`src/rtl/dcnn_io_pkg.sv`:
```
// ----------------------------------------------------------------------------
// dcnn_io_pkg
// Shared constants and types for the DCNN IO path blocks.
//   IN_W    : width of one compressed input byte
//   CODE_W  : width of one unpacked code
//   PAIR_W  : width of a code pair handed to decompress (two codes)
//   BUF_W   : bit-buffer capacity of the pair fetcher
//   state_t : fetcher control states
// ----------------------------------------------------------------------------
package dcnn_io_pkg;

    localparam int IN_W   = 8;
    localparam int CODE_W = 3;
    localparam int PAIR_W = 2 * CODE_W;
    // Must hold a full pair's worth of leftovers plus one fresh byte:
    // BUF_W >= IN_W + PAIR_W - 1.
    localparam int BUF_W  = 16;

    typedef enum logic [1:0] {
        IDLE = 2'd0,
        RUN  = 2'd1,
        FIN  = 2'd2
    } state_t;

endpackage

```
`src/rtl/code_pair_fetcher_if.sv`:
```
// ----------------------------------------------------------------------------
// code_pair_fetcher_if
// Bundles the two handshakes of the pair fetcher:
//   byte stream in : inData, inValid, inLast, inReady (valid/ready)
//   pair out       : in1, in2, work, done (work/done hold-until-done)
// Modports:
//   master : the environment (byte producer + decompress stage)
//   slave  : the code_pair_fetcher itself
// ----------------------------------------------------------------------------
interface code_pair_fetcher_if
    import dcnn_io_pkg::*;
#(
    parameter int IN_W   = dcnn_io_pkg::IN_W,
    parameter int CODE_W = dcnn_io_pkg::CODE_W
);

    logic [IN_W-1:0]   inData;
    logic              inValid;
    logic              inLast;
    logic              inReady;
    logic [CODE_W-1:0] in1;
    logic [CODE_W-1:0] in2;
    logic              work;
    logic              done;

    modport master (
        output inData, inValid, inLast, done,
        input  inReady, in1, in2, work
    );

    modport slave (
        input  inData, inValid, inLast, done,
        output inReady, in1, in2, work
    );

endinterface

```
`src/rtl/code_bit_buffer.sv`:
```
// ----------------------------------------------------------------------------
// code_bit_buffer
// LSB-first bit accumulator. Bits at [cnt-1:0] are valid, everything above
// is kept at zero so appends can simply OR new data in.
// Ports:
//   clk, rst : clock, synchronous active-high reset
//   clr      : synchronous clear (end of stream), same effect as rst
//   push     : append data at bit position cnt (after any same-cycle pop)
//   pop      : drop the lowest POP_W bits (caller guarantees cnt >= POP_W)
//   data     : bits to append, bit 0 lands first
//   bits     : buffer contents
//   cnt      : number of valid bits in the buffer
// ----------------------------------------------------------------------------
module code_bit_buffer
    import dcnn_io_pkg::*;
#(
    parameter int IN_W  = dcnn_io_pkg::IN_W,
    parameter int POP_W = dcnn_io_pkg::PAIR_W,
    parameter int BUF_W = dcnn_io_pkg::BUF_W,
    localparam int CNT_W = $clog2(BUF_W + 1)
) (
    input  logic             clk,
    input  logic             rst,
    input  logic             clr,
    input  logic             push,
    input  logic             pop,
    input  logic [IN_W-1:0]  data,
    output logic [BUF_W-1:0] bits,
    output logic [CNT_W-1:0] cnt
);

    logic [BUF_W-1:0] shifted;
    logic [CNT_W-1:0] base;
    logic [BUF_W-1:0] bits_next;
    logic [CNT_W-1:0] cnt_next;

    // Pop is applied first, then the append lands right after the bits that
    // survive the pop. This is what lets accept and consume share a cycle.
    always_comb begin
        shifted   = bits;
        base      = cnt;
        if (pop) begin
            shifted = bits >> POP_W;
            base    = cnt - CNT_W'(POP_W);
        end
        bits_next = shifted;
        cnt_next  = base;
        if (push) begin
            bits_next = shifted | (BUF_W'(data) << base);
            cnt_next  = base + CNT_W'(IN_W);
        end
    end

    always_ff @(posedge clk) begin
        if (rst || clr) begin
            bits <= '0;
            cnt  <= '0;
        end else begin
            bits <= bits_next;
            cnt  <= cnt_next;
        end
    end

endmodule

```
`src/rtl/code_pair_fetcher.sv`:
```
// ----------------------------------------------------------------------------
// code_pair_fetcher
// Upstream feeder for the decompress stage. Unpacks a compressed byte stream
// LSB-first into CODE_W-bit codes and presents them two at a time.
// Ports:
//   clk, rst   : clock, synchronous active-high reset
//   start      : pulse in IDLE to open a stream and clear pairCount
//   bus        : slave side of code_pair_fetcher_if
//                 inData/inValid/inLast/inReady - byte stream in
//                 in1/in2/work/done             - pair handed to decompress
//   pairCount  : pairs consumed in the current stream (wraps at 2^32)
//   streamDone : one-cycle pulse after the last full pair is consumed
// ----------------------------------------------------------------------------
module code_pair_fetcher
    import dcnn_io_pkg::*;
#(
    parameter int IN_W   = dcnn_io_pkg::IN_W,
    parameter int CODE_W = dcnn_io_pkg::CODE_W,
    parameter int BUF_W  = dcnn_io_pkg::BUF_W,
    localparam int PAIR_W = 2 * CODE_W,
    localparam int CNT_W  = $clog2(BUF_W + 1)
) (
    input  logic                 clk,
    input  logic                 rst,
    input  logic                 start,
    code_pair_fetcher_if.slave   bus,
    output logic [31:0]          pairCount,
    output logic                 streamDone
);

    state_t           state;
    state_t           state_next;
    logic             last_seen;
    logic [BUF_W-1:0] bits;
    logic [CNT_W-1:0] cnt;
    logic             accept;
    logic             consume;
    logic             begin_stream;

    // ------------------------------------------------------------------
    // Bit buffer
    // ------------------------------------------------------------------
    code_bit_buffer #(
        .IN_W  (IN_W),
        .POP_W (PAIR_W),
        .BUF_W (BUF_W)
    ) u_buf (
        .clk  (clk),
        .rst  (rst),
        .clr  (state == FIN),
        .push (accept),
        .pop  (consume),
        .data (bus.inData),
        .bits (bits),
        .cnt  (cnt)
    );

    // Only the low pair of the buffer is ever presented; the upper bits are
    // staging for future pairs.
    logic unused_hi;
    assign unused_hi = ^bits[BUF_W-1:PAIR_W];

    // ------------------------------------------------------------------
    // Handshakes. All outputs depend on flops only, so there is no
    // combinational path from done/inValid back to work/in1/in2/inReady.
    // inReady uses the pre-consume cnt: a byte that would only fit after
    // this cycle's pop waits one cycle.
    // ------------------------------------------------------------------
    assign bus.inReady = (state == RUN) && !last_seen &&
                         (cnt <= CNT_W'(BUF_W - IN_W));
    assign bus.work    = (state == RUN) && (cnt >= CNT_W'(PAIR_W));
    assign bus.in1     = bits[CODE_W-1:0];
    assign bus.in2     = bits[PAIR_W-1:CODE_W];
    assign streamDone  = (state == FIN);

    assign accept       = bus.inValid && bus.inReady;
    assign consume      = bus.work && bus.done;
    assign begin_stream = (state == IDLE) && start;

    // ------------------------------------------------------------------
    // Control FSM
    // ------------------------------------------------------------------
    always_ff @(posedge clk) begin
        if (rst) begin
            state <= IDLE;
        end else begin
            state <= state_next;
        end
    end

    // RUN ends once the last byte is in and fewer than a pair's worth of
    // bits remain; those leftovers are dropped by the FIN clear.
    always_comb begin
        state_next = state;
        case (state)
            IDLE: if (start) state_next = RUN;
            RUN:  if (last_seen && (cnt < CNT_W'(PAIR_W)) && !bus.work)
                      state_next = FIN;
            FIN:  state_next = IDLE;
            default: state_next = IDLE;
        endcase
    end

    // ------------------------------------------------------------------
    // Stream bookkeeping
    // ------------------------------------------------------------------
    always_ff @(posedge clk) begin
        if (rst) begin
            last_seen <= 1'b0;
        end else if (begin_stream || (state == FIN)) begin
            last_seen <= 1'b0;
        end else if (accept) begin
            last_seen <= bus.inLast;
        end
    end

    // Held through FIN and IDLE so the final count stays readable until the
    // next stream opens.
    always_ff @(posedge clk) begin
        if (rst) begin
            pairCount <= '0;
        end else if (begin_stream) begin
            pairCount <= '0;
        end else if (consume) begin
            pairCount <= pairCount + 32'd1;
        end
    end

endmodule

```
`src/flat_wrapper.sv`:
```
// flat-port wrapper written by rule: the top's interface ports become plain ports
module code_pair_fetcher_flat import dcnn_io_pkg::*;
#(
    parameter int IN_W   = dcnn_io_pkg::IN_W,
    parameter int CODE_W = dcnn_io_pkg::CODE_W,
    parameter int BUF_W  = dcnn_io_pkg::BUF_W,
    localparam int PAIR_W = 2 * CODE_W,
    localparam int CNT_W  = $clog2(BUF_W + 1)
)
  (clk, rst, start, pairCount, streamDone, bus_inData, bus_inValid, bus_inLast, bus_done, bus_inReady, bus_in1, bus_in2, bus_work);
  code_pair_fetcher_if #(.IN_W(IN_W), .CODE_W(CODE_W)) bus_i ();
  input  logic clk;
  input  logic rst;
  input  logic start;
  output logic [31:0] pairCount;
  output logic streamDone;
  input wire logic [$bits(bus_i.inData)-1:0] bus_inData;
  input wire logic [$bits(bus_i.inValid)-1:0] bus_inValid;
  input wire logic [$bits(bus_i.inLast)-1:0] bus_inLast;
  input wire logic [$bits(bus_i.done)-1:0] bus_done;
  output wire logic [$bits(bus_i.inReady)-1:0] bus_inReady;
  output wire logic [$bits(bus_i.in1)-1:0] bus_in1;
  output wire logic [$bits(bus_i.in2)-1:0] bus_in2;
  output wire logic [$bits(bus_i.work)-1:0] bus_work;
  assign bus_i.inData = bus_inData;
  assign bus_i.inValid = bus_inValid;
  assign bus_i.inLast = bus_inLast;
  assign bus_i.done = bus_done;
  assign bus_inReady = bus_i.inReady;
  assign bus_in1 = bus_i.in1;
  assign bus_in2 = bus_i.in2;
  assign bus_work = bus_i.work;
  code_pair_fetcher #(.IN_W(IN_W), .CODE_W(CODE_W), .BUF_W(BUF_W)) u_core (.clk(clk), .rst(rst), .start(start), .bus(bus_i), .pairCount(pairCount), .streamDone(streamDone));
endmodule
```
`config.mk`:
```
export PLATFORM = sky130hd
export DESIGN_NAME = code_pair_fetcher_flat
export DESIGN_NICKNAME = d
export VERILOG_FILES = /design/src/rtl/dcnn_io_pkg.sv /design/src/rtl/code_pair_fetcher_if.sv /design/src/rtl/code_bit_buffer.sv /design/src/rtl/code_pair_fetcher.sv /design/src/flat_wrapper.sv
export SDC_FILE = /design/constraint.sdc
export NUM_CORES = 1
export LEC_CHECK = 0
export ABC_AREA = 1
export CAP_MARGIN = 15
export CORE_UTILIZATION = 28
export CTS_CLUSTER_SIZE = 25
export DETAILED_ROUTE_END_ITERATION = 7
export HOLD_SLACK_MARGIN = 0.06
export SLEW_MARGIN = 20
export SYNTH_ARGS = -nofsm -noshare
export SYNTH_HDL_FRONTEND = slang
export SYNTH_SLANG_ARGS = --single-unit
```
`constraint.sdc`:
```
create_clock -name clk -period 2.1 [get_ports clk]
set_input_delay 0.42 -clock clk [delete_from_list [all_inputs] [get_ports clk]]
set_output_delay 0.42 -clock clk [all_outputs]
set_load 0.03 [all_outputs]
```
== Word level (Yosys, flattened, before mapping) ==
Index checks and enable logic that the tools add are counted.
Operators by class
  equal/unequal tests: 4
  multiply operators: 0
  reductions and logical operators: 16
  div/mod/pow operators: 0
  add/sub/neg operators: 3
  bitwise logic cells: 1
  shift-type cells: 1
  magnitude comparators: 3
  muxes and demuxes: 7
Operator list (count)
  $add A32 B1 Y32 const B: 1
  $mux W16: 2
  $or A16 B16 Y16: 1
  $shl A8 B5 Y16: 1
  $mux W5: 2
  $logic_and A1 B1 Y1: 8
  $add A5 B4 Y5 const B: 1
  $ge A5 B3 Y1 const B: 1
  $le A5 B4 Y1 const B: 1
  $lt A5 B3 Y1 const B: 1
  $sub A5 B3 Y5 const B: 1
  $mux W2: 2
  $ne A2 B2 Y1 const B: 2
  $pmux W2 S2: 1
  $reduce_or A2 Y1: 2
  $eq A2 B1 Y1 const B: 1
  $eq A2 B2 Y1 const B: 1
  $logic_not A1 Y1: 2
  $logic_not A2 Y1: 1
  $logic_or A1 B1 Y1: 2
  $reduce_and A2 Y1: 1
Word-level totals
  memories kept: 0
  bits in read-only memories: 0
  input port bits: 14
  register bits: 56
  bits in writable memories: 0
  bits in latches: 0
  word-level logic and storage cells: 40

== Depth between registers and ports, before layout ==
Gate-level depths: netlist of the first run.
  depth after elaboration: 7
  mapped depth: 13

== Modules after synthesis ==
Synthesis of the first run repeated with hierarchy kept, for this count alone.
Unflattened totals
  cells, all modules: 494
  area total of the unflattened synthesis: 3185.6 um2
Modules (own cells, without submodules)
  code_pair_fetcher: times used 1, cells each 308, area each 1954.4 um2, sequential area each 700.7 um2
  code_bit_buffer: times used 1, cells each 186, area each 1231.2 um2, sequential area each 400.4 um2

== Worst setup path after synthesis of the first run ==
No wires, ideal clock.
  path kind: register to register
  from: register u_core.state[0]
  to: register u_core.u_buf.bits[11]
  path buffers: 0
  cell stages (with the launch flop): 13
  arrival: 1771 ps
  path slack: 273 ps
  required time: 2044 ps
  period minus slack after synthesis: 1827 ps
  setup time: 56 ps
  cell sequence: dfxtp_1 > inv_2 > nor2_8 > nand2_1 > nor2_1 > nand2_1 > inv_2 > nand3_4 > clkinv_4 > nand2_1 > nand3_1 > nand2_1 > inv_1
RTL lines
  start, declared: RTL line code_pair_fetcher.sv:31  | state_t state;
  start signal, assigned: RTL line code_pair_fetcher.sv:87  | state <= state_next;
  $eq A2 B1 Y1: RTL line code_pair_fetcher.sv:69  | assign bus.inReady = (state == RUN) && !last_seen &&
  $logic_and A1 B1 Y1 (2 in series): RTL line code_pair_fetcher.sv:69
  net bus_inReady: RTL line flat_wrapper.sv:21  | output wire logic [$bits(bus_i.inReady)-1:0] bus_inReady;
  $logic_and A1 B1 Y1: RTL line code_pair_fetcher.sv:76  | assign accept = bus.inValid && bus.inReady;
  $mux W16: RTL line code_bit_buffer.sv:48  | if (push) begin
  end signal, assigned: RTL line code_bit_buffer.sv:59  | bits <= bits_next;
  end, declared: RTL line code_bit_buffer.sv:28  | output logic [BUF_W-1:0] bits,
The timed path passes the listed nets, and every way through them passes these cells.
A chain may end at the register's enable or synchronous reset.

== Final worst setup path of the first run ==
  from: register u_core.u_buf.cnt[1]
  to: output bus_inReady
On the way
  cells in the longest elaborated chain, start to end: 2
Ends and longest elaborated chain
  start, declared: RTL line code_bit_buffer.sv:29  | output logic [CNT_W-1:0] cnt
  start signal, assigned: RTL line code_bit_buffer.sv:60  | cnt <= cnt_next;
  $le A5 B4 Y1: RTL line code_pair_fetcher.sv:70  | (cnt <= CNT_W'(BUF_W - IN_W));
  $logic_and A1 B1 Y1: RTL line code_pair_fetcher.sv:69
  end, declared: RTL line flat_wrapper.sv:21
No other way between the ends.

==> flow_summary.toml, run 1 <==
[place]
gp_congestion = 0.950
port_buffers = 54
dpl.hpwl_mm = 6.86

[die]
die_w_um = 109
start_util_pct = 29.1
pin_count = 55
dieArea_um2 = 11800
rows = 38
die_h_um = 109
core_area_um2 = 10900

[clock_network]
clockRootBuffer = "clkbuf_16"
clock_path_buffers = 2
cts_tree = "built"
htree_levels = 2
cts_sinks = 55
path_clk_slew_ns = 0.07
postCtsHoldBufs = 0
cts_inserted_buffers = 5
clk_latency_ns = 0.30

[route]
dr.first_iter.drc_count = 111
drc = 0
vias = 3261
routed_via_density = 4.64
wl_per_cell_um = 12.5
ant_nets = 0
firstDrtPassIters = 4
finalWirelength_mm = 8.79

[sta]
slew_violations = 0
fmax_mhz = 496
worst_pin_slew_ns = 0.489
finalSetupTns_ns = 0
finalCriticalPeriod_ns = 2.02
whs_ns = 0.470
clock_skew_ns = 0.00664
fin_crit_sh_pct = 96.0
hold_violations = 0
slew_headroom_pct = 67.1
rsz0062_at_grt = "no"
setup_viol = 0

[synth]
yosysTopAreaCell = "dfxtp_1"
synth_edf_count = 0
synth_cells = 496
synth_warnings = 0
async_reset_ff_share_pct = 0
synth_seq_area_share_pct = 34.6
synth.net_count = 513
synth_top_area_share_pct = 34.6
ys_top_cells_by_area = "dfxtp_1 (35%), nand2_1 (17%), nor2_1 (7.3%)"
avgSynthCellArea_um2 = 6.41
ys_ff_latch = 55
syn_area_um2 = 3180
synth_cell_types = 32
synth_ff_type = "dfxtp_1"

[cells_and_area]
fillers = 1196
n_antenna_cell = 0
final_common_cell = "nand2_1"
finalNetCount = 579
area_growth_pct = 28.9
drive_above_1_share_pct = 8.35
final_cell_mix = "nand2_1 (147), nor2_1 (62), dfxtp_1 (54)"

[worst_setup_path]
critPathRequiredTime_ns = 1.68
max_stage_delay_ns = 0.39
cp.arrival_ns = 1.60
cp_num_buf_inv = 2
cp-start-kind = "flip-flop"
cp_max_fo = 5
cpMaxStageDelayCell = "dfxtp_2"
criticalPathCategory = "flip-flop to primary output"
worst_path_dominant_cell_family = "buffers and inverters"
crit_chain = "inv_1 > ha_1 > o21ai_0 > nor2_1 > dlygate4sd2_1"
endpoint_kind = "primary output"

[power_and_ir_drop]
peakVddDrop_uv = 253
p_seq_share_pct = 48.5
clkPwrFrac_pct = 37.4
switchingPower_uw = 597
p_int_uw = 1620
swShare_pct = 26.9
power_density_nw_per_um2 = 542
p_leak_uw = 0.00154
combPwrFrac_pct = 14.0

[min_path]
hold_path_class = "flip-flop to flip-flop"

[global_route]
antenna_found_initial = 0
grt_usage_pct = 15.9
grt_max_degree = 25
grt_first_pass_wirelength_mm = 14.6
grt_pass1_vias = 3142
grt_overflow_total = 0

[run]
maxCapViolCount = 0

[outcome]
status = "finished clean"
==> power groups by stage <==
stage,clock network (µW),logic [µW],registers [µW]
3_3_place_gp,0,311,1100
3_5_place_dp,0,311,1100
2_1_floorplan,0,207,1100
5_1_grt,906,347,1080
6_report,832,311,1080
4_1_cts,862,309,1080
==> synth_stat cells (2+ instances only) <==
library cell / n
nand2_2: 4
o21ai_0: 21
clkbuf_1: 4
nand4_1: 6
inv_1: 54
nor2_2: 2
a211oi_1: 2
nor3_1: 17
nand2_1: 148
inv_2: 2
xnor2_1: 2
a21oi_1: 41
buf_4: 8
ha_1: 3
nand3_1: 31
clkinv_1: 2
mux2i_1: 2
xor2_1: 15
nor2_1: 62
buf_2: 3
nand3_4: 2
dfxtp_1: 55
==> worst reg2reg max path: stages (launching register included) <==
cell and delay, ns:
dfxtp_2 0.35, ha_1 0.23, nor2_1 0.13, nand2_2 0.13
nand3_4 0.19, nand2_1 0.09, nand2_2 0.13, clkinvlp_2 0.26
nand2_1 0.15, nand3_1 0.08, nand2_1 0.07, a21oi_1 0.05
==> final timing paths <==
kind                                       startpoint                    end  slack, ns  cells past startpoint
worst max-delay path              u_core.u_buf.cnt[1]            bus_inReady       0.08                      5
worst min-delay path            u_core.u_buf.bits[10]  u_core.u_buf.bits[10]       0.47                      2
worst max register to register    u_core.u_buf.cnt[1]   u_core.u_buf.bits[9]       0.13                     11
worst min register to register  u_core.u_buf.bits[10]  u_core.u_buf.bits[10]       0.47                      2
==> through the flow <==
step / area [µm²] / cells / power [µW] / utilization (%) / worst slack [ns]
floorplan: 3180 / 496 / 1310 / - / 0.273
global placement: 3930 / 692 / 1410 / 35.9 / -0.0691
detailed placement: 3930 / 692 / 1410 / 35.9 / -0.119
CTS: 4070 / 700 / 2250 / 37.2 / 0.0217
global route: 4100 / 703 / 2330 / 37.5 / 0.000686
finish: 4100 / 703 / 2220 / 37.5 / 0.0830
==> cell families (layout without fill, tap and decap cells) <==
family / count (synthesis) / after routing / synth area share (%)
adder cells (fa/ha/maj): 3 / 3 / 1.18
XOR/XNOR: 17 / 17 / 4.69
multiplexers: 2 / 2 / 0.630
buffers and inverters: 76 / 143 / 10.5
AO/OA/AOI/OAI: 65 / 65 / 10.4
AND/OR/NAND/NOR: 278 / 278 / 37.9
flip-flops: 55 / 55 / 34.6
==> cell type report <==
| cell class | instances | area (µm²) | share of cell area (%) |
|---|---|---|---|
| Clock inverter | 2 | 12.5 | 0.305 |
| Timing Repair Buffer | 74 | 687 | 16.8 |
| Tap cell | 140 | 175 | 4.27 |
| Sequential cell | 55 | 1100 | 26.9 |
| Timing Repair inverter | 1 | 5.00 | 0.122 |
| Multi-Input combinational cell | 365 | 1750 | 42.7 |
| Inverter | 60 | 236 | 5.77 |
| Clock buffer | 6 | 129 | 3.15 |
==> timing repair <==
| action | CTS | global route |
|---|---|---|
| setup buffers | 0 | 2 |
| pin swaps | 0 | 1 |
| gates resized for setup | 4 | 5 |
| endpoints found under the setup margin | 2 | 16 |
| cloned | 0 | 1 |
==> sequential cells by signal, indices dropped and copies added (netlist names) <==
name,flops
u_core.state,2
u_core.u_buf.bits,16
u_core.last_seen,1
u_core.pairCount,32
u_core.u_buf.cnt,4
==> routing by layer <==
layer	up-vias	track usage, %	share of wire [%]
li1	1704	-	-
met1	1460	19.3	45
met2	79	27.7	48
met3	18	3.01	4.1
met4	0	6.18	2.3
met5	-	0	0
No activity file was read; power rests on OpenSTA's default activity.
==> run 2, diff against run 1 <==
--- a/config.mk
+++ b/config.mk
@@ -6,7 +6,7 @@
 export NUM_CORES = 1
 export LEC_CHECK = 0
 export ABC_AREA = 1
-export CAP_MARGIN = 15
+export CAP_MARGIN = 20
 export CORE_UTILIZATION = 28
 export CTS_CLUSTER_SIZE = 25
 export DETAILED_ROUTE_END_ITERATION = 7
==> results of run 2 <==
The final DEF is identical to that of run 1; final timing and power are the same.
==> run 3, diff against run 2 <==
--- a/config.mk
+++ b/config.mk
@@ -8,7 +8,7 @@
 export ABC_AREA = 1
 export CAP_MARGIN = 20
 export CORE_UTILIZATION = 28
-export CTS_CLUSTER_SIZE = 25
+export CTS_CLUSTER_SIZE = 12
 export DETAILED_ROUTE_END_ITERATION = 7
 export HOLD_SLACK_MARGIN = 0.06
 export SLEW_MARGIN = 20
==> results of run 3 <==
The final DEF is identical to that of run 1; final timing and power are the same.
